## config.mk

```make
export PLATFORM = sky130hd
export DESIGN_NAME = scan_decoder
export DESIGN_NICKNAME = d
export VERILOG_FILES = /design/src/rtl/scan_decoder.sv
export SDC_FILE = /design/constraint.sdc
export NUM_CORES = 1
export LEC_CHECK = 0
export CORE_ASPECT_RATIO = 1.1
export CORE_UTILIZATION = 55
export CTS_CLUSTER_SIZE = 20
export DETAILED_ROUTE_END_ITERATION = 12
export PLACE_DENSITY_LB_ADDON = 0.25
export SYNTH_ARGS = -nofsm -noshare
export SYNTH_HDL_FRONTEND = slang
export SYNTH_SLANG_ARGS = --single-unit
```

## constraint.sdc

```tcl
create_clock -name clk -period 2.8 [get_ports clk]
set_input_delay 0.56 -clock clk [delete_from_list [all_inputs] [get_ports clk]]
set_output_delay 0.56 -clock clk [all_outputs]
set_load 0.05 [all_outputs]
```

## src/rtl/scan_decoder.sv

```systemverilog
// Scanning one-hot decoder.
// Drives a registered one-hot decode of an index that is either taken directly from
// din or scanned up, down or ping-pong, advancing one step every dwell+1 enabled
// cycles. wrap pulses for one cycle on a wrap-around or a ping-pong reversal.
module scan_decoder #(
    parameter int unsigned IN_W    = 4,
    parameter int unsigned DWELL_W = 8
) (
    input  logic                 clk,
    input  logic                 rst,
    input  logic                 en,
    input  logic [1:0]           mode,
    input  logic [IN_W-1:0]      din,
    input  logic                 load,
    input  logic [DWELL_W-1:0]   dwell,
    output logic [2**IN_W-1:0]   dout,
    output logic [IN_W-1:0]      idx,
    output logic                 wrap
);

    localparam int unsigned OutW = 2 ** IN_W;

    localparam logic [IN_W-1:0]    IdxMax   = '1;
    localparam logic [IN_W-1:0]    IdxMin   = '0;
    localparam logic [IN_W-1:0]    IdxOne   = IN_W'(1);
    localparam logic [DWELL_W-1:0] CntOne   = DWELL_W'(1);

    typedef enum logic [1:0] {
        ModeDirect   = 2'b00,
        ModeUp       = 2'b01,
        ModeDown     = 2'b10,
        ModePingpong = 2'b11
    } mode_e;

    typedef enum logic {
        DirUp   = 1'b0,
        DirDown = 1'b1
    } dir_e;

    // State registers
    logic [IN_W-1:0]    idx_q, idx_d;
    logic [OutW-1:0]    dout_q, dout_d;
    logic               wrap_q, wrap_d;
    logic [DWELL_W-1:0] cnt_q, cnt_d;
    dir_e               dir_q, dir_d;
    logic [1:0]         mode_q, mode_d;
    // Set by the first load or enabled cycle after reset; until then dout is all zeros
    // and the mode history is meaningless.
    logic               primed_q, primed_d;

    // Step evaluation
    mode_e              mode_cur;
    logic               mode_changed;
    logic               step_due;
    logic [IN_W-1:0]    step_idx;
    dir_e               step_dir;
    logic               step_wrap;

    assign mode_cur = mode_e'(mode);

    function automatic logic [OutW-1:0] onehot(input logic [IN_W-1:0] v);
        logic [OutW-1:0] r;
        r    = '0;
        r[v] = 1'b1;
        return r;
    endfunction

    // Decide whether this cycle steps; a mode-change cycle restarts the dwell period.
    always_comb begin
        mode_changed = primed_q && (mode != mode_q);
        step_due     = primed_q && !mode_changed && (cnt_q >= dwell);
    end

    // Compute the index, direction and wrap flag a step would produce in the current mode.
    always_comb begin
        step_idx  = idx_q;
        step_dir  = dir_q;
        step_wrap = 1'b0;
        unique case (mode_cur)
            ModeUp: begin
                step_idx  = idx_q + IdxOne;
                step_wrap = (idx_q == IdxMax);
            end
            ModeDown: begin
                step_idx  = idx_q - IdxOne;
                step_wrap = (idx_q == IdxMin);
            end
            ModePingpong: begin
                if (dir_q == DirUp) begin
                    if (idx_q == IdxMax) begin
                        step_idx  = IdxMax - IdxOne;
                        step_dir  = DirDown;
                        step_wrap = 1'b1;
                    end else begin
                        step_idx  = idx_q + IdxOne;
                    end
                end else begin
                    if (idx_q == IdxMin) begin
                        step_idx  = IdxMin + IdxOne;
                        step_dir  = DirUp;
                        step_wrap = 1'b1;
                    end else begin
                        step_idx  = idx_q - IdxOne;
                    end
                end
            end
            default: begin
                // DIRECT never steps; the index comes straight from din.
            end
        endcase
    end

    // Next-state selection: load beats enable, enable low freezes everything.
    always_comb begin
        idx_d    = idx_q;
        dout_d   = dout_q;
        wrap_d   = 1'b0;
        cnt_d    = cnt_q;
        dir_d    = dir_q;
        mode_d   = mode_q;
        primed_d = primed_q;

        if (load) begin
            idx_d    = din;
            dout_d   = onehot(din);
            cnt_d    = '0;
            mode_d   = mode;
            primed_d = 1'b1;
        end else if (en) begin
            mode_d   = mode;
            primed_d = 1'b1;
            if (mode_cur == ModeDirect) begin
                idx_d  = din;
                dout_d = onehot(din);
                cnt_d  = '0;
            end else if (step_due) begin
                idx_d  = step_idx;
                dout_d = onehot(step_idx);
                dir_d  = step_dir;
                wrap_d = step_wrap;
                cnt_d  = '0;
            end else if (mode_changed) begin
                dout_d = onehot(idx_q);
                cnt_d  = '0;
            end else begin
                // cnt_q < dwell here, so the increment cannot overflow.
                dout_d = onehot(idx_q);
                cnt_d  = cnt_q + CntOne;
            end
        end
    end

    // State register with asynchronous reset that aborts any scan in progress.
    always_ff @(posedge clk or posedge rst) begin
        if (rst) begin
            idx_q    <= '0;
            dout_q   <= '0;
            wrap_q   <= 1'b0;
            cnt_q    <= '0;
            dir_q    <= DirUp;
            mode_q   <= ModeDirect;
            primed_q <= 1'b0;
        end else begin
            idx_q    <= idx_d;
            dout_q   <= dout_d;
            wrap_q   <= wrap_d;
            cnt_q    <= cnt_d;
            dir_q    <= dir_d;
            mode_q   <= mode_d;
            primed_q <= primed_d;
        end
    end

    // Outputs come straight from registers.
    always_comb begin
        dout = dout_q;
        idx  = idx_q;
        wrap = wrap_q;
    end

endmodule

```

# [Yosys cells after proc, flatten, opt, wreduce, memory -nomap -nowiden]
# Index checks and enable logic that the tools add are counted.
# Widths: inputs -> output; s select.
[word_totals] reg_bits=33 latch_bits=0 ramBits=0 romBits=0 inputBits=18 out_inout_bits=21 elab_cells=74 n_memories=0
[classes] addsub=3 n_mul=0 div_mod_pow=0 magnitude_cmp=7 eq_ne=5 n_shift=0 n_mux=37 n_bitwise=2 n_reduce_logical=13
[ops] cell="$mux 16" count=4
[ops] cell="$mux 8" count=5
[ops] cell="$mux 4" count=7
[ops] cell="$lt 4x5->1 const B" count=3
[ops] cell="$mux 1" count=14
[ops] cell="$demux 1 s4" count=3
[ops] cell="$ge 4x1->1 const B" count=3
[ops] cell="$pmux 4 s3" count=1
[ops] cell="$add 8x1->8 const B" count=1
[ops] cell="$ge 8x8->1" count=1
[ops] cell="$logic_and 1x1->1" count=6
[ops] cell="$reduce_and 5->1" count=1
[ops] cell="$add 4x1->4 const B" count=1
[ops] cell="$eq 2x2->1 const B" count=2
[ops] cell="$eq 4x4->1 const B" count=1
[ops] cell="$logic_not 4->1" count=1
[ops] cell="$mux 2" count=2
[ops] cell="$sub 4x1->4 const B" count=1
[ops] cell="$pmux 1 s3" count=1
[ops] cell="$reduce_bool 3->1" count=1
[ops] cell="$eq 2x1->1 const B" count=1
[ops] cell="$logic_not 2->1" count=1
[ops] cell="$ne 2x2->1" count=1
[ops] cell="$not 1->1" count=2
[ops] cell="3 further kinds" count=3

# [Depth between registers and ports, before layout]
[depth] depth_word=12 mapped_depth=9 depth_no_buf=8

# [Least setup slack after synthesis]
# No wires, ideal clock.
[synth_timing] path_kind="reg-to-reg" start="register idx_q[0] (netlist: idx[0])" end="register dout_q[8] (netlist: dout[8])" setup_ns=0.124 arrival_ns=2.558 required_ns=2.676 path_slack_ns=0.118 stages_incl_launch_ff=9 path_buffers=0 synth_period_minus_slack_ns=2.682 path_cell_list="dfrtp_1 > inv_1 > ha_1 > nand2b_1 > a221oi_1 > nor4_2 > nor3_1 > and2_1 > a211o_1"
[synth_via] elab_chain_len=12 word_cells_on_any_way=22 classes_between="add/sub: 2; order compare: 4; eq/ne: 1; mux: 12; reduce/logical: 3"
[synth_lines] element="start: declaration" line="41" rtl="logic [IN_W-1:0] idx_q, idx_d;"
[synth_lines] element="start signal: assignment" line="164" rtl="idx_q <= idx_d;"
[synth_lines] element="$add 4x1->4, or another cell as far along" line="81, 95"
[synth_lines] element="$mux 4, on equally long branches" line="90, 98"
[synth_lines] element="$mux 4" line="89" rtl="if (dir_q == DirUp) begin"
[synth_lines] element="$pmux 4 s3" line="79" rtl="unique case (mode_cur)"
[synth_lines] element="$lt 4x5->1 (implied by the code) / $ge 4x1->1 (equally long branches)" line="64" rtl="r[v] = 1'b1;"
[synth_lines] element="$logic_and 1x1->1 (implied by the code)" line="64"
[synth_lines] element="$mux 1 (implied by the code)" line="64"
[synth_lines] element="$demux 1 s4" line="64"
[synth_lines] element="$mux 16 *" line="136" rtl="end else if (step_due) begin"
[synth_lines] element="$mux 16 *" line="132" rtl="if (mode_cur == ModeDirect) begin"
[synth_lines] element="$mux 16 *" line="129" rtl="end else if (en) begin"
[synth_lines] element="$mux 16 *" line="123" rtl="if (load) begin"
[synth_lines] element="end signal: assignment" line="165" rtl="dout_q <= dout_d;"
[synth_lines] element="end: declaration" line="42" rtl="logic [OutW-1:0] dout_q, dout_d;"
# Mark *: on every way between the ends. The rest lies on a longest branch, timed or not. The select of a mux whose other input is x is not followed.
# A chain may end at the register's enable or synchronous reset.

# [Final worst setup path]
[layout_timing] start="input dwell[7]" end="register cnt_q[7]"
[layout_via] elab_chain_len=6
[layout_lines] element="start: declaration" line="15" rtl="input logic [DWELL_W-1:0] dwell,"
[layout_lines] element="$ge 8x8->1" line="71" rtl="step_due = primed_q && !mode_changed && (cnt_q >= dwell);"
[layout_lines] element="$logic_and 1x1->1" line="71"
[layout_lines] element="$mux 8" line="136"
[layout_lines] element="$mux 8" line="132"
[layout_lines] element="$mux 8" line="129"
[layout_lines] element="$mux 8" line="123"
[layout_lines] element="end signal: assignment" line="167" rtl="cnt_q <= cnt_d;"
[layout_lines] element="end: declaration" line="44" rtl="logic [DWELL_W-1:0] cnt_q, cnt_d;"
# Every way passes these cells. The select of a mux whose other input is x is not followed.

==> flow_summary.html <==
<table>
<tr><th>Metric</th><th>Value</th></tr>
<tr><th colspan="2">Global routing</th></tr>
<tr><td>Total congestion overflow</td><td>0</td></tr>
<tr><td>Overall routing resource usage</td><td>33.7%</td></tr>
<tr><td>Via count of the first global-routing pass</td><td>2,710</td></tr>
<tr><td>Number of antenna violations at the first check in global routing</td><td>0</td></tr>
<tr><td>Maximum number of pins on one net before global-route repair</td><td>34</td></tr>
<tr><td>Wire length of the first global-routing pass</td><td>12,900 um</td></tr>
<tr><th colspan="2">Clock tree</th></tr>
<tr><td>Post-CTS Setup Repair Bufs</td><td>0</td></tr>
<tr><td>Clock tree root driver cell</td><td>sky130_fd_sc_hd__clkbuf_8</td></tr>
<tr><td>Depth of the CTS H-tree</td><td>2</td></tr>
<tr><td>Clock transition at the register clock pins on the worst setup and hold paths after CTS</td><td>0.06 ns</td></tr>
<tr><td>Quantity of gates resized following cts</td><td>0</td></tr>
<tr><td>Cts-stage hold buffer count</td><td>0</td></tr>
<tr><td>TritonCTS clock tree</td><td>built</td></tr>
<tr><td>Total clock buffers created by CTS</td><td>5</td></tr>
<tr><td>Clock latency at the later pin of the worst-skew pair</td><td>~0.29 ns</td></tr>
<tr><td>Number of buffers between clock root and the deepest sink</td><td>2</td></tr>
<tr><td>CTS sink cnt</td><td>33</td></tr>
<tr><th colspan="2">Synth</th></tr>
<tr><td>Post-synthesis share of cell area spent on and, or, nand and nor gates</td><td>about 28%</td></tr>
<tr><td>Sequential element share of the synthesized area</td><td>30.9%</td></tr>
<tr><td>Yosys cell types</td><td>60</td></tr>
<tr><td>Number of standard cells after synthesis</td><td>329</td></tr>
<tr><td>Compound-cell area share of the yosys netlist</td><td>between 20% and 30%</td></tr>
<tr><td>Number of nets in the synthesized netlist</td><td>around 360</td></tr>
<tr><td>Flip-flop and latch count after synthesis</td><td>33</td></tr>
<tr><td>Adder-cell share of the synthesized area</td><td>under 10%</td></tr>
<tr><td>Multiplexer area fraction after synthesis</td><td>0.422%</td></tr>
<tr><td>Largest family of logic cells by synthesized area</td><td>simple AND/OR/NAND/NOR gates</td></tr>
<tr><td>Synth Cell Area</td><td>0.00267 mm2</td></tr>
<tr><td>Post-synth EDFFs</td><td>0</td></tr>
<tr><td>Async set-or-reset flop fraction in the synthesized netlist</td><td>100%</td></tr>
<tr><td>Area share of the largest cell type after synthesis</td><td>a little under a third</td></tr>
<tr><td>Ys Warns</td><td>0</td></tr>
<tr><td>Primary FF master, synth</td><td>sky130_fd_sc_hd__dfrtp_1</td></tr>
<tr><td>Xor-xnor portion of the synthesized cell area</td><td>0.984%</td></tr>
<tr><td>Mean area per synthesized cell</td><td>8.12 um2</td></tr>
<tr><td>Largest area contributor in the synthesized netlist</td><td>sky130_fd_sc_hd__dfrtp_1</td></tr>
<tr><td>Top area cells in the synthesized netlist</td><td>sky130_fd_sc_hd__dfrtp_1 31%, sky130_fd_sc_hd__ha_1 6.6%, sky130_fd_sc_hd__nor2_1 5.3%</td></tr>
<tr><th colspan="2">Detailed routing</th></tr>
<tr><td>Vias after detailed routing</td><td>2,882</td></tr>
<tr><td>Detailed router's first-iteration violation count</td><td>336</td></tr>
<tr><td>Via/cell ratio</td><td>around 6.6</td></tr>
<tr><td>Post-detailed-route DRC marker count</td><td>0</td></tr>
<tr><td>Wire length after detailed routing</td><td>8000 um</td></tr>
<tr><td>Routed Antenna Nets</td><td>0</td></tr>
<tr><td>Post-DR wirelength/cell</td><td>around 18 um</td></tr>
<tr><td>Number of iterations in the first detailed-routing pass</td><td>6</td></tr>
<tr><th colspan="2">Floorplan</th></tr>
<tr><td>Vertical die dimension</td><td>75.1 um</td></tr>
<tr><td>Width of the die</td><td>68.5 um</td></tr>
<tr><td>Initial cell density of the core</td><td>a little under three fifths</td></tr>
<tr><td>Num ports</td><td>39</td></tr>
<tr><td>Row count</td><td>26</td></tr>
<tr><td>Area of the core region</td><td>between 0.004 and 0.005 mm2</td></tr>
<tr><td>Die area</td><td>0.00514 mm2</td></tr>
<tr><th colspan="2">Power</th></tr>
<tr><td>VDD IR-drop max</td><td>0.301 mV</td></tr>
<tr><td>Portion of total power attributed to the clock network</td><td>between 20 and 25%</td></tr>
<tr><td>Leakage power total</td><td>0.00146 uW</td></tr>
<tr><td>Switching part of the total</td><td>37.6%</td></tr>
<tr><td>Part of the total power dissipated in sequential elements</td><td>~36%</td></tr>
<tr><td>Pint</td><td>924 uW</td></tr>
<tr><td>Proportion of power drawn by combinational gates</td><td>between 30% and 40%</td></tr>
<tr><td>P_sw</td><td>557 uW</td></tr>
<tr><td>Power per cell area</td><td>441 mW/mm2</td></tr>
<tr><th colspan="2">Cells and area</th></tr>
<tr><td>Diode insertion count for antenna repair</td><td>0</td></tr>
<tr><td>Synth-to-Final Area Change</td><td>25.8%</td></tr>
<tr><td>Share of final-layout standard cells stronger than drive strength 1</td><td>14.6%</td></tr>
<tr><td>Commonest non-fill, non-tap cell in the layout</td><td>sky130_fd_sc_hd__clkdlybuf4s50_1</td></tr>
<tr><td>Utilization of the core after routing</td><td>72.2%</td></tr>
<tr><td>Highest-count cells in the layout ignoring fill and taps</td><td>38 x sky130_fd_sc_hd__clkdlybuf4s50_1, 37 x sky130_fd_sc_hd__nor2_1, 33 x sky130_fd_sc_hd__dfrtp_1, 29 x sky130_fd_sc_hd__buf_4, 24 x sky130_fd_sc_hd__nand2_1</td></tr>
<tr><td>Net total in the final layout</td><td>between 400 and 500</td></tr>
<tr><td>Final standard cell count with taps included and fillers excluded</td><td>440</td></tr>
<tr><th colspan="2">Timing</th></tr>
<tr><td>Post-Route Skew</td><td>0.00858 ns</td></tr>
<tr><td>Final critical delay including setup and external delays</td><td>2.62 ns</td></tr>
<tr><td>Hold WS</td><td>0.508 ns</td></tr>
<tr><td>Actual slew at the worst max-slew pin</td><td>about 0.51 ns</td></tr>
<tr><td>Max-Slew Margin vs Limit</td><td>66.0%</td></tr>
<tr><td>Achievable Freq</td><td>382 MHz</td></tr>
<tr><td>Final number of hold-violating endpoints</td><td>0</td></tr>
<tr><td>Summed negative setup slack over all endpoints</td><td>0 ns</td></tr>
<tr><td>Setup Viol. Count Final</td><td>0</td></tr>
<tr><td>Setup slack after layout</td><td>0.180 ns</td></tr>
<tr><td>Final-report max-slew violation count</td><td>0</td></tr>
<tr><td>Setup repair after global routing missed its margin</td><td>false</td></tr>
<tr><td>Final period utilization</td><td>93.6%</td></tr>
<tr><th colspan="2">Critical path</th></tr>
<tr><td>Endpoint kind of the worst setup timing path</td><td>register</td></tr>
<tr><td>Data arrival time of the critical path</td><td>between 2 and 3 ns</td></tr>
<tr><td>Nature of the critical path startpoint</td><td>input pin</td></tr>
<tr><td>Launch point of the worst path</td><td>dwell[7]</td></tr>
<tr><td>Worst Reg2Reg Path Length in Cells</td><td>8</td></tr>
<tr><td>Setup CP Type</td><td>input pin to register</td></tr>
<tr><td>Critical path data required time</td><td>3.02 ns</td></tr>
<tr><td>Startpoint of the worst register-to-register path</td><td>idx[1]$_DFFE_PP0P_</td></tr>
<tr><td>Crit Path Max Fanout</td><td>8</td></tr>
<tr><th colspan="2">Placement</th></tr>
<tr><td>Number of buffers inserted by port buffering</td><td>38</td></tr>
<tr><td>Post-DP HPWL</td><td>5910 um</td></tr>
<tr><td>Placer congestion estimate</td><td>0.977</td></tr>
<tr><td>Pre-CTS worst setup slack</td><td>-0.103 ns</td></tr>
<tr><td>Number of cells after detailed placement</td><td>around 430</td></tr>
<tr><th colspan="2">Run status</th></tr>
<tr><td>Result of the run</td><td>complete, no violations</td></tr>
<tr><th colspan="2">Worst hold path</th></tr>
<tr><td>Worst hold stages</td><td>2</td></tr>
<tr><td>Path category of the worst min-delay check</td><td>register to register</td></tr>
<tr><td>Min-Delay Startpoint</td><td>mode_q[0]$_DFFE_PP0P_</td></tr>
<tr><th colspan="2">Flow run</th></tr>
<tr><td>Max-capacitance violation count</td><td>0</td></tr>
</table>
[final cells by class]
cell class                 count  area, um2
multi-input combinational    258       1690
fill                         386       1290
sequential                    33        826
timing repair buffer          68        618
clock buffer                   7       86.3
tap                           56       70.1
inverter                      18       67.6
[power by group through the flow]
stage               clock network (uW)  registers (uW)  logic, uW
finish                             364             534        583
global route                       387             537        624
CTS                                367             534        573
detailed placement                   0             543        568
global placement                     0             541        558
floorplan                            0             630        268
[cell usage after synthesis (3+ instances only)]
cell	number
sky130_fd_sc_hd__nor2_1	38
sky130_fd_sc_hd__dfrtp_1	33
sky130_fd_sc_hd__nand2_1	24
sky130_fd_sc_hd__a21oi_1	19
sky130_fd_sc_hd__inv_1	18
sky130_fd_sc_hd__nand3_1	17
sky130_fd_sc_hd__ha_1	14
sky130_fd_sc_hd__a31oi_1	12
sky130_fd_sc_hd__clkbuf_1	12
sky130_fd_sc_hd__o21ai_0	12
sky130_fd_sc_hd__nand4_1	10
sky130_fd_sc_hd__and2_1	8
sky130_fd_sc_hd__nor2b_1	8
sky130_fd_sc_hd__buf_2	6
sky130_fd_sc_hd__a2111oi_0	5
sky130_fd_sc_hd__a211o_1	5
sky130_fd_sc_hd__a221o_1	5
sky130_fd_sc_hd__nand2b_1	5
sky130_fd_sc_hd__nor3_1	5
sky130_fd_sc_hd__or2_2	5
sky130_fd_sc_hd__a221oi_1	4
sky130_fd_sc_hd__nand3b_1	4
sky130_fd_sc_hd__or3_1	4
sky130_fd_sc_hd__a211oi_1	3
sky130_fd_sc_hd__o22a_1	3
sky130_fd_sc_hd__o31ai_1	3
sky130_fd_sc_hd__xnor2_1	3
[final timing paths]
| check | endpoint | slack (ns) |
|---|---|---|
| setup / recovery | cnt_q[7]$_DFFE_PP0P_ | 0.18 |
| hold / removal | mode_q[0]$_DFFE_PP0P_ | 0.51 |
| setup reg to reg | dout[7]$_DFFE_PP0P_ | 0.32 |
| hold reg to reg | mode_q[0]$_DFFE_PP0P_ | 0.51 |
| max in group asynchronous | wrap$_DFF_PP0_ | 1.82 |
| min in group asynchronous | dout[5]$_DFFE_PP0P_ | 0.66 |
[worst max-delay path, stage by stage]
cell                              delay, ns
sky130_fd_sc_hd__clkdlybuf4s50_1       0.45
sky130_fd_sc_hd__inv_1                 0.04
sky130_fd_sc_hd__ha_1                  0.30
sky130_fd_sc_hd__a211oi_1              0.32
sky130_fd_sc_hd__o221ai_1              0.23
sky130_fd_sc_hd__a21o_1                0.29
sky130_fd_sc_hd__a2111oi_0             0.48
sky130_fd_sc_hd__a211o_1               0.16
[routing by layer]
layer	global-route usage, %	vias up	wire (um)
met3	6.21	25	576
met5	0	-	0
met4	12.7	0	180
met1	44.0	1354	3350
li1	-	1336	-
met2	54.7	167	3890
[state kept, by name, summed over array words and instances, names as in the netlist]
register,flops
dout,16
cnt_q,8
idx,4
mode_q,2
dir_q,1
primed_q,1
wrap,1
[per-stage QoR]
step / power [uW] / cell area (um2)
CTS: 1470 / 3350
floorplan: 898 / 2670
global placement: 1100 / 3260
finish: 1480 / 3360
detailed placement: 1110 / 3260
global route: 1550 / 3360
[logic make-up after synthesis]
family / Yosys count
buf+inv: 38
compound gates: 97
mux: 1
fa+ha+maj: 14
flops: 33
xor+xnor: 3
simple gates: 143
No activity file was read; power rests on OpenSTA's default activity.
